--- src/rtl/afifo_pkg.sv ---
// Shared definitions for the async FIFO and its read-side stream adapter.
package afifo_pkg;
  localparam int AFIFO_WIDTH = 8;

  localparam logic [1:0] OCC_EMPTY = 2'd0;
  localparam logic [1:0] OCC_ONE   = 2'd1;
  localparam logic [1:0] OCC_TWO   = 2'd2;

  typedef enum logic [1:0] {
    ST_EMPTY = OCC_EMPTY,
    ST_ONE   = OCC_ONE,
    ST_TWO   = OCC_TWO
  } occ_e;
endpackage

--- src/rtl/afifo_rd_stream.sv ---
// Read-side consumer of the async FIFO: pops words into a 2-entry skid buffer and
// re-presents them as a registered valid/ready stream with a delivered-word counter.
module afifo_rd_stream
  import afifo_pkg::*;
#(
  parameter int WIDTH = AFIFO_WIDTH,
  parameter int CNT_W = 16
) (
  input  logic             clk_r,
  input  logic             rst_r,
  input  logic             fifo_empty,
  input  logic [WIDTH-1:0] fifo_rdata,
  output logic             fifo_pop,
  output logic             out_valid,
  input  logic             out_ready,
  output logic [WIDTH-1:0] out_data,
  output logic [1:0]       occupancy,
  output logic [CNT_W-1:0] word_count
);

  occ_e             r_state;
  occ_e             w_state_nxt;
  logic [WIDTH-1:0] r_slot0;
  logic [WIDTH-1:0] r_slot1;
  logic [WIDTH-1:0] w_slot0_nxt;
  logic [WIDTH-1:0] w_slot1_nxt;
  logic [CNT_W-1:0] r_wc;
  logic             w_push;
  logic             w_take;

  // Pop depends only on registered occupancy, so out_ready never reaches fifo_pop.
  assign w_push = ~rst_r & ~fifo_empty & (r_state != ST_TWO);
  assign w_take = (r_state != ST_EMPTY) & out_ready;

  always_comb begin
    w_state_nxt = r_state;
    w_slot0_nxt = r_slot0;
    w_slot1_nxt = r_slot1;
    case (r_state)
      ST_EMPTY: begin
        if (w_push) begin
          w_state_nxt = ST_ONE;
          w_slot0_nxt = fifo_rdata;
        end
      end
      ST_ONE: begin
        if (w_push && w_take) begin
          w_slot0_nxt = fifo_rdata;
        end else if (w_push) begin
          w_state_nxt = ST_TWO;
          w_slot1_nxt = fifo_rdata;
        end else if (w_take) begin
          w_state_nxt = ST_EMPTY;
        end
      end
      ST_TWO: begin
        // Skid slot moves to the head once the downstream takes the oldest word.
        if (w_take) begin
          w_state_nxt = ST_ONE;
          w_slot0_nxt = r_slot1;
        end
      end
      default: w_state_nxt = ST_EMPTY;
    endcase
  end

  always_ff @(posedge clk_r) begin
    if (rst_r) begin
      r_state <= ST_EMPTY;
      r_slot0 <= '0;
      r_slot1 <= '0;
      r_wc    <= '0;
    end else begin
      r_state <= w_state_nxt;
      r_slot0 <= w_slot0_nxt;
      r_slot1 <= w_slot1_nxt;
      if (w_take) begin
        r_wc <= r_wc + CNT_W'(1);
      end
    end
  end

  assign fifo_pop   = w_push;
  assign out_valid  = (r_state != ST_EMPTY);
  assign out_data   = r_slot0;
  assign occupancy  = r_state;
  assign word_count = r_wc;

endmodule

--- config.mk ---
export PLATFORM = sky130hd
export DESIGN_NAME = afifo_rd_stream
export DESIGN_NICKNAME = d
export VERILOG_FILES = /design/src/rtl/afifo_pkg.sv /design/src/rtl/afifo_rd_stream.sv
export SDC_FILE = /design/constraint.sdc
export NUM_CORES = 1
export LEC_CHECK = 0
export ABC_CLOCK_PERIOD_IN_PS = 3800
export CORE_AREA = 2 2 58 60
export DETAILED_ROUTE_END_ITERATION = 8
export DIE_AREA = 0 0 60 62
export GPL_TIMING_DRIVEN = 0
export PLACE_DENSITY_LB_ADDON = 0.05
export SLEW_MARGIN = 20
export SYNTH_ARGS = -nofsm -noshare
export SYNTH_HDL_FRONTEND = slang
export SYNTH_SLANG_ARGS = --single-unit
--- constraint.sdc ---
create_clock -name clk_r -period 3.8 [get_ports clk_r]
set_clock_uncertainty 0.05 [all_clocks]
set_input_delay 0.76 -clock clk_r [delete_from_list [all_inputs] [get_ports clk_r]]
set_output_delay 0.76 -clock clk_r [all_outputs]
set_load 0.03 [all_outputs]
==> results of run 1 <==
[worst min-delay path by stage]
stage,from,endpoint,slack (ns),cells past startpoint
floorplan,r_slot1[0],r_slot1[0],0.41,2
global placement,word_count[15],word_count[15],0.41,2
detailed placement,word_count[15],word_count[15],0.43,2
CTS,word_count[15],word_count[15],0.44,2
global route,word_count[15],word_count[15],0.46,2
finish,word_count[15],word_count[15],0.45,2
[final cells by class]
type	instances	area, sq um
fillers	278	1150
clock buffers	5	37.5
clock inverters	3	40.0
flip-flops and latches	34	681
repair buffers	38	380
plain buffers	9	42.5
multi-input cells	115	792
well taps	46	57.6
[worst reg2reg max path, delay by kind of cell, from the launching register on]
kind / cells / cell delay (ns)
compound gates: 2 / 0.32
flops: 1 / 0.50
simple gates: 2 / 0.93
[kinds of logic (layout without fill, tap and decap cells)]
kind of cell | after synthesis | after routing | synth area share (%)
AOI/OAI and AO/OA | 20 | 20 | 10.7
DFF | 34 | 34 | 44.9
and+or+nand+nor | 64 | 64 | 21.6
buffers and inverters | 9 | 55 | 2.81
muxes | 20 | 20 | 13.4
xor gates and xnor gates | 10 | 10 | 5.78
adders and majority gates | 1 | 1 | 0.826
[synthesized netlist by cell type, types with 3 or more instances]
| library cell | number |
|---|---|
| a21oi_1 | 4 |
| a211oi_1 | 9 |
| dfxtp_1 | 34 |
| buf_2 | 4 |
| mux2i_1 | 18 |
| nand3_1 | 4 |
| clkbuf_1 | 3 |
| nand2_1 | 3 |
| nand4_1 | 6 |
| nor2b_1 | 3 |
| xor2_1 | 8 |
| nor2_1 | 32 |
[layout by cell type (no fill, tap or decap), types with 2 or more instances in the layout]
master,Yosys,routed
clkdlybuf4s50_1,0,38
nand3_1,4,4
nand2_1,3,3
mux2i_1,18,18
a21oi_1,4,4
buf_2,4,4
nor2b_1,3,3
xnor2_1,2,2
dfxtp_1,34,34
o21ai_0,2,2
clkinv_2,0,2
clkbuf_4,0,5
nor3b_1,2,2
a211oi_1,9,9
and4_1,2,2
or3_1,2,2
clkbuf_1,3,3
nor2_1,32,32
nand4_1,6,6
mux2_2,2,2
xor2_1,8,8
and2_1,2,2
[layer usage]
layer  up-vias  routed length [um]  global-route usage [%]
met5         -                   0                       0
met4         0                  47                    7.62
met3         6                 137                    6.21
met2        37                1630                    33.9
met1       607                1350                    21.0
li1        652                   -                       -
[per-stage QoR]
step | power [mW] | cells | util (%) | hold WS (ns)
floorplan | 0.444 | 158 | - | 0.410
global placement | 0.485 | 242 | 61.4 | 0.409
detailed placement | 0.488 | 242 | 61.4 | 0.426
CTS | 0.747 | 250 | 63.9 | 0.441
global route | 0.768 | 250 | 63.9 | 0.462
finish | 0.741 | 250 | 63.9 | 0.448
[flip-flops by register name (all words and copies together), names as in the netlist]
| register | cells |
|---|---|
| word_count | 16 |
| out_data | 8 |
| occupancy | 2 |
| r_slot1 | 8 |
[report_power, final]
part           total (mW)  switching [mW]  internal, mW
Clock               0.261           0.125         0.136
Sequential          0.376         0.00876         0.367
Combinational       0.104          0.0572        0.0471
==> impl_metrics.json, run 1 <==
{
  "synth_area_leaders": "dfxtp_1 45%, mux2i_1 12%, nor2_1 7.9%",
  "grt_pass1_wl_mm": 5.18,
  "drt_iter0_markers": 65,
  "max_freq_mhz": 311,
  "wl_mm": 3.16,
  "fin_nets": 216,
  "p_leak_nw": 0.783,
  "critical_path.max_fanout": 10,
  "cts_made_buffers": 5,
  "critPathLaunch": "rst_r",
  "io_pins": 40,
  "antenna_cells": 0,
  "place_ws_ns": 0.571,
  "cts_setup_buffers": 0,
  "timing.slew.headroom_pct": 67.1,
  "stdcell_area_sq_um": 2030,
  "yosysUniqueCellTypes": 35,
  "core_region_area_sq_um": 3180,
  "cap_violations": 0,
  "crit_buf_inv": 3,
  "grt_max_degree": 12,
  "antenna_left": 0,
  "drtPass1Iterations": 4,
  "critPathCaptureType": "output pin",
  "finalSetupViolCount": 0,
  "synth_enable_flop_cells": 0,
  "syn_area_per_cell_sq_um": 9.59,
  "die_h_um": 62,
  "path_common_cell": "clkdlybuf4s50_1",
  "cp_top_family": "buffers and inverters",
  "reg2reg_to": "word_count[15]",
  "finalHoldViolCount": 0,
  "cts-root-buf": "clkbuf_4",
  "place_hpwl_mm": 2.35,
  "clockBufferDepth": 2,
  "syn_to_final_growth_pct": 34.0,
  "min_period_ns": 3.22,
  "synth.top_cell.area_share_pct": 44.9,
  "crit_path_start_kind": "input port",
  "grt_overflow": 0,
  "reg2reg_depth": 4,
  "die-area_sq_um": 3720,
  "hold_path.class": "reg2reg",
  "htree_levels": 2,
  "cp_slowest_cell": "clkdlybuf4s50_1",
  "r2r_slack_ns": 1.93,
  "place.gp.congestion": 0.819,
  "grt_usage_pct": 19.0,
  "p_per_area_nw_per_um2": 365,
  "initial_core_util_pct": 47.7,
  "crit_required_ns": 2.99,
  "synth_seq_area_share_pct": 44.9,
  "rsz0062_at_grt": "no",
  "async_flop_share_pct": 0,
  "grt_antenna_before_repair": 0,
  "max_slew.worst_pin.slew_ns": 0.493,
  "fp-row-count": 21,
  "min_period_over_period_pct": 84.6,
  "criticalPathCategory": "in2out",
  "yosys_most_used_dff": "dfxtp_1",
  "cts_resized": 0,
  "dpl_cell_area_sq_um": 1950,
  "crit_arrival_ns": 2.41,
  "num_vias": 1302,
  "syn_nets": 171,
  "drv_slew": 0,
  "viasPerCell": 5.21,
  "syn-cell-area_sq_um": 1520,
  "crit_cells": 4,
  "cts-hold-fix-buffers": 0,
  "wire_per_inst_um": 12.7,
  "netlist.top_cell.by_area": "dfxtp_1",
  "grt_pass1_vias": 1169,
  "crit_chain": "clkdlybuf4s50_1 -> clkbuf_1 -> nor3b_1 -> clkdlybuf4s50_1",
  "rr_startpoint": "occupancy[0]",
  "yosys_warnings": 0,
  "io_buffers": 38,
  "drc": 0,
  "clk_latency_ns": 0.34,
  "slowest_delay_ns": 0.70,
  "clock-sinks": 34,
  "setup_slack_ns": 0.585,
  "tns_ns": 0,
  "die_w_um": 60,
  "synth_seq_cells": 34,
  "synth_cells": 158,
  "clk_pin_slew_ns": 0.11,
  "endpoint": "fifo_pop",
  "peakVddDrop_uv": 272,
  "drive_gt1_share_pct": 9.80,
  "status": "completed",
  "cts_tree": "yes"
}
(Power assumes the default switching activity.)
==> inputs of run 2 (changes only) <==
Settings changed: ABC_CLOCK_PERIOD_IN_PS 3800 to 3100, CORE_AREA 2 2 58 60 to 2 2 60 62, DIE_AREA 0 0 60 62 to 0 0 62 64.
Clock period 3.8 ns to 3.1 ns, I/O delays scaled along.
==> run 2 against run 1 <==
First-iteration DRC count decreased by 46%. Setup slack got worse by 0.43 ns. Non-clock buffer count unchanged. Sequential power increased by 22%. Combinational power increased by 22%. Critical path type unchanged. Clock power decreased by 7%. Count of clock-buffer cells in the layout increased by 1. Core utilization decreased by 2.8 points. Die area increased by 6.7%. Largest cell class unchanged. Worst hold slack got worse by 0.015 ns. Final area decreased by 1.3%. Global-route usage decreased by 0.64 points.
==> impl_metrics.json, run 2 (synthesized netlist as in run 1, its figures left out) <==
{
  "die_w_um": 62,
  "max_freq_mhz": 340,
  "hold_path.class": "reg2reg",
  "criticalPathCategory": "in2out",
  "htree_levels": 2,
  "cp_slowest_cell": "clkdlybuf4s50_1",
  "multi_input_area_sq_um": 792,
  "wire_per_inst_um": 12.8,
  "clk_pin_slew_ns": 0.09,
  "grt_overflow": 0,
  "drc": 0,
  "final_common_cell": "clkdlybuf4s50_1",
  "dpl_cell_area_sq_um": 1950,
  "clockBufferDepth": 2,
  "drive_gt1_share_pct": 8.91,
  "critical_path.max_fanout": 10,
  "min_period_ns": 2.94,
  "peakVddDrop_uv": 280,
  "finalHoldViolCount": 0,
  "cap_violations": 0,
  "die_h_um": 64,
  "syn_to_final_growth_pct": 32.3,
  "crit_path_start_kind": "input port",
  "drtPass1Iterations": 4,
  "finalSetupViolCount": 0,
  "critPathCaptureType": "output pin",
  "fin_nets": 216,
  "drv_slew": 0,
  "clockPowerShare_pct": 29.2,
  "io_buffers": 38,
  "fillCellCount": 310,
  "antenna_left": 0,
  "slowest_delay_ns": 0.70,
  "p_sw_mw": 0.219,
  "place_hpwl_mm": 2.30,
  "p_total_mw": 0.829,
  "cts_resized": 0,
  "cts-hold-fix-buffers": 0,
  "timing.slew.headroom_pct": 66.4,
  "tns_ns": 0,
  "clock-sinks": 34,
  "grt_usage_pct": 18.4,
  "power_frac_comb_pct": 15.3,
  "grt_antenna_before_repair": 0,
  "status": "completed",
  "grt_pass1_vias": 1279,
  "p_leak_nw": 0.768,
  "whs_ns": 0.434,
  "num_vias": 1295,
  "p_sw_share_pct": 26.5,
  "largest_reg_flops": 16,
  "crit_chain": "clkdlybuf4s50_1 -> clkbuf_1 -> nor3b_1 -> clkdlybuf4s50_1",
  "cts-root-buf": "clkbuf_4",
  "cts_tree": "yes",
  "max_slew.worst_pin.slew_ns": 0.504,
  "clk_latency_ns": 0.33,
  "mostFrequentLayoutCells": "38 x clkdlybuf4s50_1, 34 x dfxtp_1, 32 x nor2_1",
  "cts_setup_buffers": 0,
  "intPower_mw": 0.610,
  "rsz0062_at_grt": "no",
  "drt_iter0_markers": 35,
  "initial_core_util_pct": 46.1,
  "antenna_cells": 0,
  "grt_max_degree": 11,
  "p_per_area_nw_per_um2": 414,
  "power_frac_seq_pct": 55.5,
  "cts_made_buffers": 5,
  "min_period_over_period_pct": 95.0,
  "core_region_area_sq_um": 3280,
  "seq_area_sq_um": 681,
  "viasPerCell": 5.22,
  "die-area_sq_um": 3970,
  "path_common_cell": "clkdlybuf4s50_1",
  "fp-row-count": 21,
  "crit_arrival_ns": 2.27,
  "wl_mm": 3.16,
  "grt_pass1_wl_mm": 5.49,
  "io_pins": 40,
  "stdcell_area_sq_um": 2000,
  "crit_required_ns": 2.43,
  "place.gp.congestion": 0.739,
  "reg2reg_depth": 4,
  "worstHoldPathCells": 2
}
[run 2: cell types whose count changed in the layout (fill, tap and decap cells not counted)]
cell / change
bufinv_16: -1
clkinv_2: -2
clkbuf_8: +1
[run 2: worst paths after layout]
kind	start	to	slack, ns
worst max-delay path	rst_r	fifo_pop	0.16
worst min-delay path	word_count[15]	word_count[15]	0.43
worst max register to register	occupancy[0]	word_count[15]	1.24
worst min register to register	word_count[15]	word_count[15]	0.43
[run 2: per-stage QoR]
| step | utilization, % | setup WS, ns | cells |
|---|---|---|---|
| 4_1_cts | 61.0 | 0.147 | 248 |
| 3_3_place_gp | 59.5 | 0.171 | 242 |
| 3_5_place_dp | 59.5 | 0.156 | 242 |
| 5_1_grt | 61.0 | 0.0703 | 248 |
| 6_report | 61.0 | 0.156 | 248 |
| 2_1_floorplan | - | 0.695 | 158 |
[run 2: critical path: cells and delay by family]
kind	cells	cell delay, ns
and+or+nand+nor	1	0.23
buffers and inverters	3	1.43
[run 2: final cells by class]
type,count,area share (%)
Buffer,9,2.12
Sequential cell,34,34.0
Clock buffer,6,2.56
Multi-Input combinational cell,115,39.5
Tap cell,46,2.87
Timing Repair Buffer,38,19.0
[run 2: routing by layer]
layer  share of wire, %  track usage (%)
met1                 43             20.8
met2                 50             31.0
met3                5.0             5.67
met4                1.9             7.45
met5                  0                0
[run 2: power groups by stage]
stage          Combinational [mW]  Sequential (mW)  Clock, mW
6_report                    0.127            0.460      0.242
5_1_grt                     0.138            0.463      0.271
4_1_cts                     0.128            0.460      0.249
3_5_place_dp                0.128            0.470          0
3_3_place_gp                0.125            0.469          0
2_1_floorplan              0.0525            0.491          0
==> inputs of run 3 (changes only) <==
Settings changed: ABC_AREA from default to 1, ABC_CLOCK_PERIOD_IN_PS 3100 to 2700, CORE_AREA 2 2 60 62 to 2 2 65 67, DIE_AREA 0 0 62 64 to 0 0 67 69.
Clock period 3.1 ns to 2.7 ns, I/O delays scaled along.
==> run 3 against run 2 <==
Combinational power increased by 10%. Via count increased by 23%. Final area increased by 12%. Count of clock-buffer cells in the layout increased by 2. Synthesized area increased by 11%. Largest power group unchanged. Highest routed layer unchanged.
==> impl_metrics.json, run 3 <==
{
  "status": "completed",
  "worstHoldPathCells": 2,
  "cts_made_buffers": 5,
  "syn_nets": 264,
  "wire_per_inst_um": 10.5,
  "p_total_mw": 1.10,
  "yosys_warnings": 0,
  "slowest_delay_ns": 0.58,
  "largest_reg_flops": 16,
  "rsz0062_at_grt": "no",
  "cp_top_family": "buffers and inverters",
  "grt_pass1_wl_mm": 6.39,
  "netlist_top_cells_count": "65 x nand2_1, 53 x nor2_1, 34 x dfxtp_1, 33 x inv_1, 17 x o21ai_0",
  "critPathCaptureType": "output pin",
  "synth_seq_cells": 34,
  "r2r_slack_ns": 1.24,
  "dpl_cell_area_sq_um": 2140,
  "crit_required_ns": 2.11,
  "setup_slack_ns": 0.194,
  "core_region_area_sq_um": 3910,
  "cts_tree": "yes",
  "cap_violations": 0,
  "synth_area_leaders": "dfxtp_1 40%, nand2_1 14%, nor2_1 12%",
  "timing.slew.headroom_pct": 68.2,
  "num_vias": 1591,
  "drc": 0,
  "yosysMostFrequentCell": "nand2_1",
  "rr_startpoint": "occupancy[1]",
  "clock-sinks": 34,
  "netlist.top_cell.by_area": "dfxtp_1",
  "synth_cells": 251,
  "synth_simple_gate_area_share_pct": 38.7,
  "yosys_most_used_dff": "dfxtp_1",
  "synth_seq_area_share_pct": 40.4,
  "grt_pass1_vias": 1446,
  "drt_iter0_markers": 55,
  "yosys.area_share.adder_pct": 0.743,
  "die_w_um": 67,
  "synth.top_cell.area_share_pct": 40.4,
  "dp_cells": 340,
  "synth_enable_flop_cells": 0,
  "place_hpwl_mm": 2.80,
  "fin_cells": 348,
  "htree_levels": 2,
  "grt_overflow": 0,
  "async_flop_share_pct": 0,
  "finalHoldViolCount": 0,
  "min_period_ns": 2.51,
  "antenna_cells": 0,
  "peakVddDrop_uv": 343,
  "die-area_sq_um": 4620,
  "stdcell_area_sq_um": 2250,
  "cts-hold-fix-buffers": 0,
  "place.gp.congestion": 0.760,
  "io_pins": 40,
  "initial_core_util_pct": 43.0,
  "max_freq_mhz": 399,
  "fp-row-count": 23,
  "grt_max_degree": 11,
  "clk_latency_ns": 0.28,
  "crit_arrival_ns": 1.92,
  "drive_gt1_share_pct": 8.39,
  "grt_antenna_before_repair": 0,
  "drtPass1Iterations": 4,
  "cts_setup_buffers": 0,
  "syn_to_final_growth_pct": 33.4,
  "criticalPathCategory": "in2out",
  "max_slew.worst_pin.slew_ns": 0.477,
  "antenna_left": 0,
  "crit_path_start_kind": "input port",
  "cp_slowest_cell": "clkdlybuf4s50_1",
  "cts-root-buf": "clkbuf_8",
  "die_h_um": 69,
  "p_leak_nw": 0.933,
  "synth_top_family_by_area": "simple AND/OR/NAND/NOR gates",
  "whs_endpoint": "r_slot1[2]",
  "p_per_area_nw_per_um2": 492,
  "syn_area_per_cell_sq_um": 6.71,
  "grt_usage_pct": 17.7,
  "crit_buf_inv": 3,
  "viasPerCell": 4.57,
  "syn-cell-area_sq_um": 1680,
  "finalSetupViolCount": 0,
  "wl_mm": 3.67,
  "synth_xor_area_share_pct": 0.520,
  "crit_chain": "clkdlybuf4s50_1 -> nor2_4 -> inv_1 -> nor2_1 -> dlygate4sd2_1",
  "yosysUniqueCellTypes": 24,
  "reg2reg_to": "word_count[13]",
  "clk_pin_slew_ns": 0.06,
  "drv_slew": 0,
  "fin_nets": 310,
  "hold_path.class": "reg2reg",
  "muxShareOfSynthArea_pct": 0,
  "place_ws_ns": -0.0849,
  "reg2reg_depth": 7,
  "final_common_cell": "nand2_1",
  "min_from": "r_slot1[2]",
  "min_period_over_period_pct": 92.8,
  "critical_path.max_fanout": 7,
  "io_buffers": 39,
  "mostFrequentLayoutCells": "65 x nand2_1, 53 x nor2_1, 38 x clkdlybuf4s50_1",
  "synth_compound_area_share_pct": 9.88,
  "clockBufferDepth": 2
}
==> run 3: changes by cell type in the layout (fill, tap and decap cells not counted), sizes merged, moves of 3 or more <==
cell    previous run  this run
mux2i             18         0
inv                0        35
or3                3         0
nor2b              3         0
a211oi             9         1
nor2              32        59
o21ai              3        17
nand3              4        13
xor2               8         1
nand2              3        68
a21oi              4         9
==> run 3: worst max-delay path by stage <==
stage | from | depth (start not counted) | slack (ns) | to
5_1_grt | rst_r | 5 | 0.08 | fifo_pop
6_report | rst_r | 5 | 0.19 | fifo_pop
3_5_place_dp | rst_r | 5 | -0.08 | fifo_pop
4_1_cts | rst_r | 5 | 0.18 | fifo_pop
3_3_place_gp | rst_r | 5 | -0.13 | fifo_pop
2_1_floorplan | occupancy[0] | 4 | 0.79 | fifo_pop
==> run 3: metrics by stage <==
stage                     hold slack [ns]  setup TNS [ns]  util, %
after CTS                           0.405               0     57.4
after global routing                0.458               0     57.4
after detailed placement            0.392         -0.0849     54.6
final                               0.405               0     57.4
after global placement              0.390          -0.126     54.6
after floorplan                     0.374               0        -
==> run 3: cell families (layout without fill, tap and decap cells) <==
family / Yosys count / in the layout
buffers and inverters: 40 / 87
xor gates and xnor gates: 1 / 1
AOI/OAI and AO/OA: 29 / 29
and+or+nand+nor: 146 / 146
DFF: 34 / 34
adders and majority gates: 1 / 1
==> run 3: report_power, final <==
group	internal (mW)	switching (mW)	total, mW
registers	0.515	0.00866	0.524
clock network	0.258	0.184	0.442
logic	0.0589	0.0806	0.140
==> run 3: repair_timing <==
| action | 4_1_cts | 5_1_grt |
|---|---|---|
| endpoints found under the setup margin | 1 | 0 |
| endpoints found under the hold margin | 0 | 0 |
| resized for setup | 1 | 0 |
==> run 3: cell type report <==
cell class	instances	area [sq um]
Inverter	35	131
Timing Repair Buffer	39	389
Multi-Input combinational cell	177	840
Clock buffer	8	110
Fill cell	399	1670
Buffer	5	32.5
Tap cell	50	62.6
Sequential cell	34	681
==> run 3: worst reg2reg max path, cell delays in order (launching register included) <==
cell     delay [ns]
dfxtp_1        0.46
inv_1          0.15
nand2_4        0.09
nand2_2        0.09
nor2_4         0.18
nand3_1        0.12
o21ai_0        0.18
nor2_1         0.05
==> run 3: layer usage <==
metal / wire (um) / track usage [%] / part of all wire, % / vias to the layer above
met5: 0 / 0 / 0 / -
li1: - / - / - / 871
met4: 41 / 4.76 / 1.1 / 0
met1: 1700 / 22.3 / 46 / 688
met3: 120 / 4.89 / 3.3 / 5
met2: 1810 / 29.0 / 49 / 27
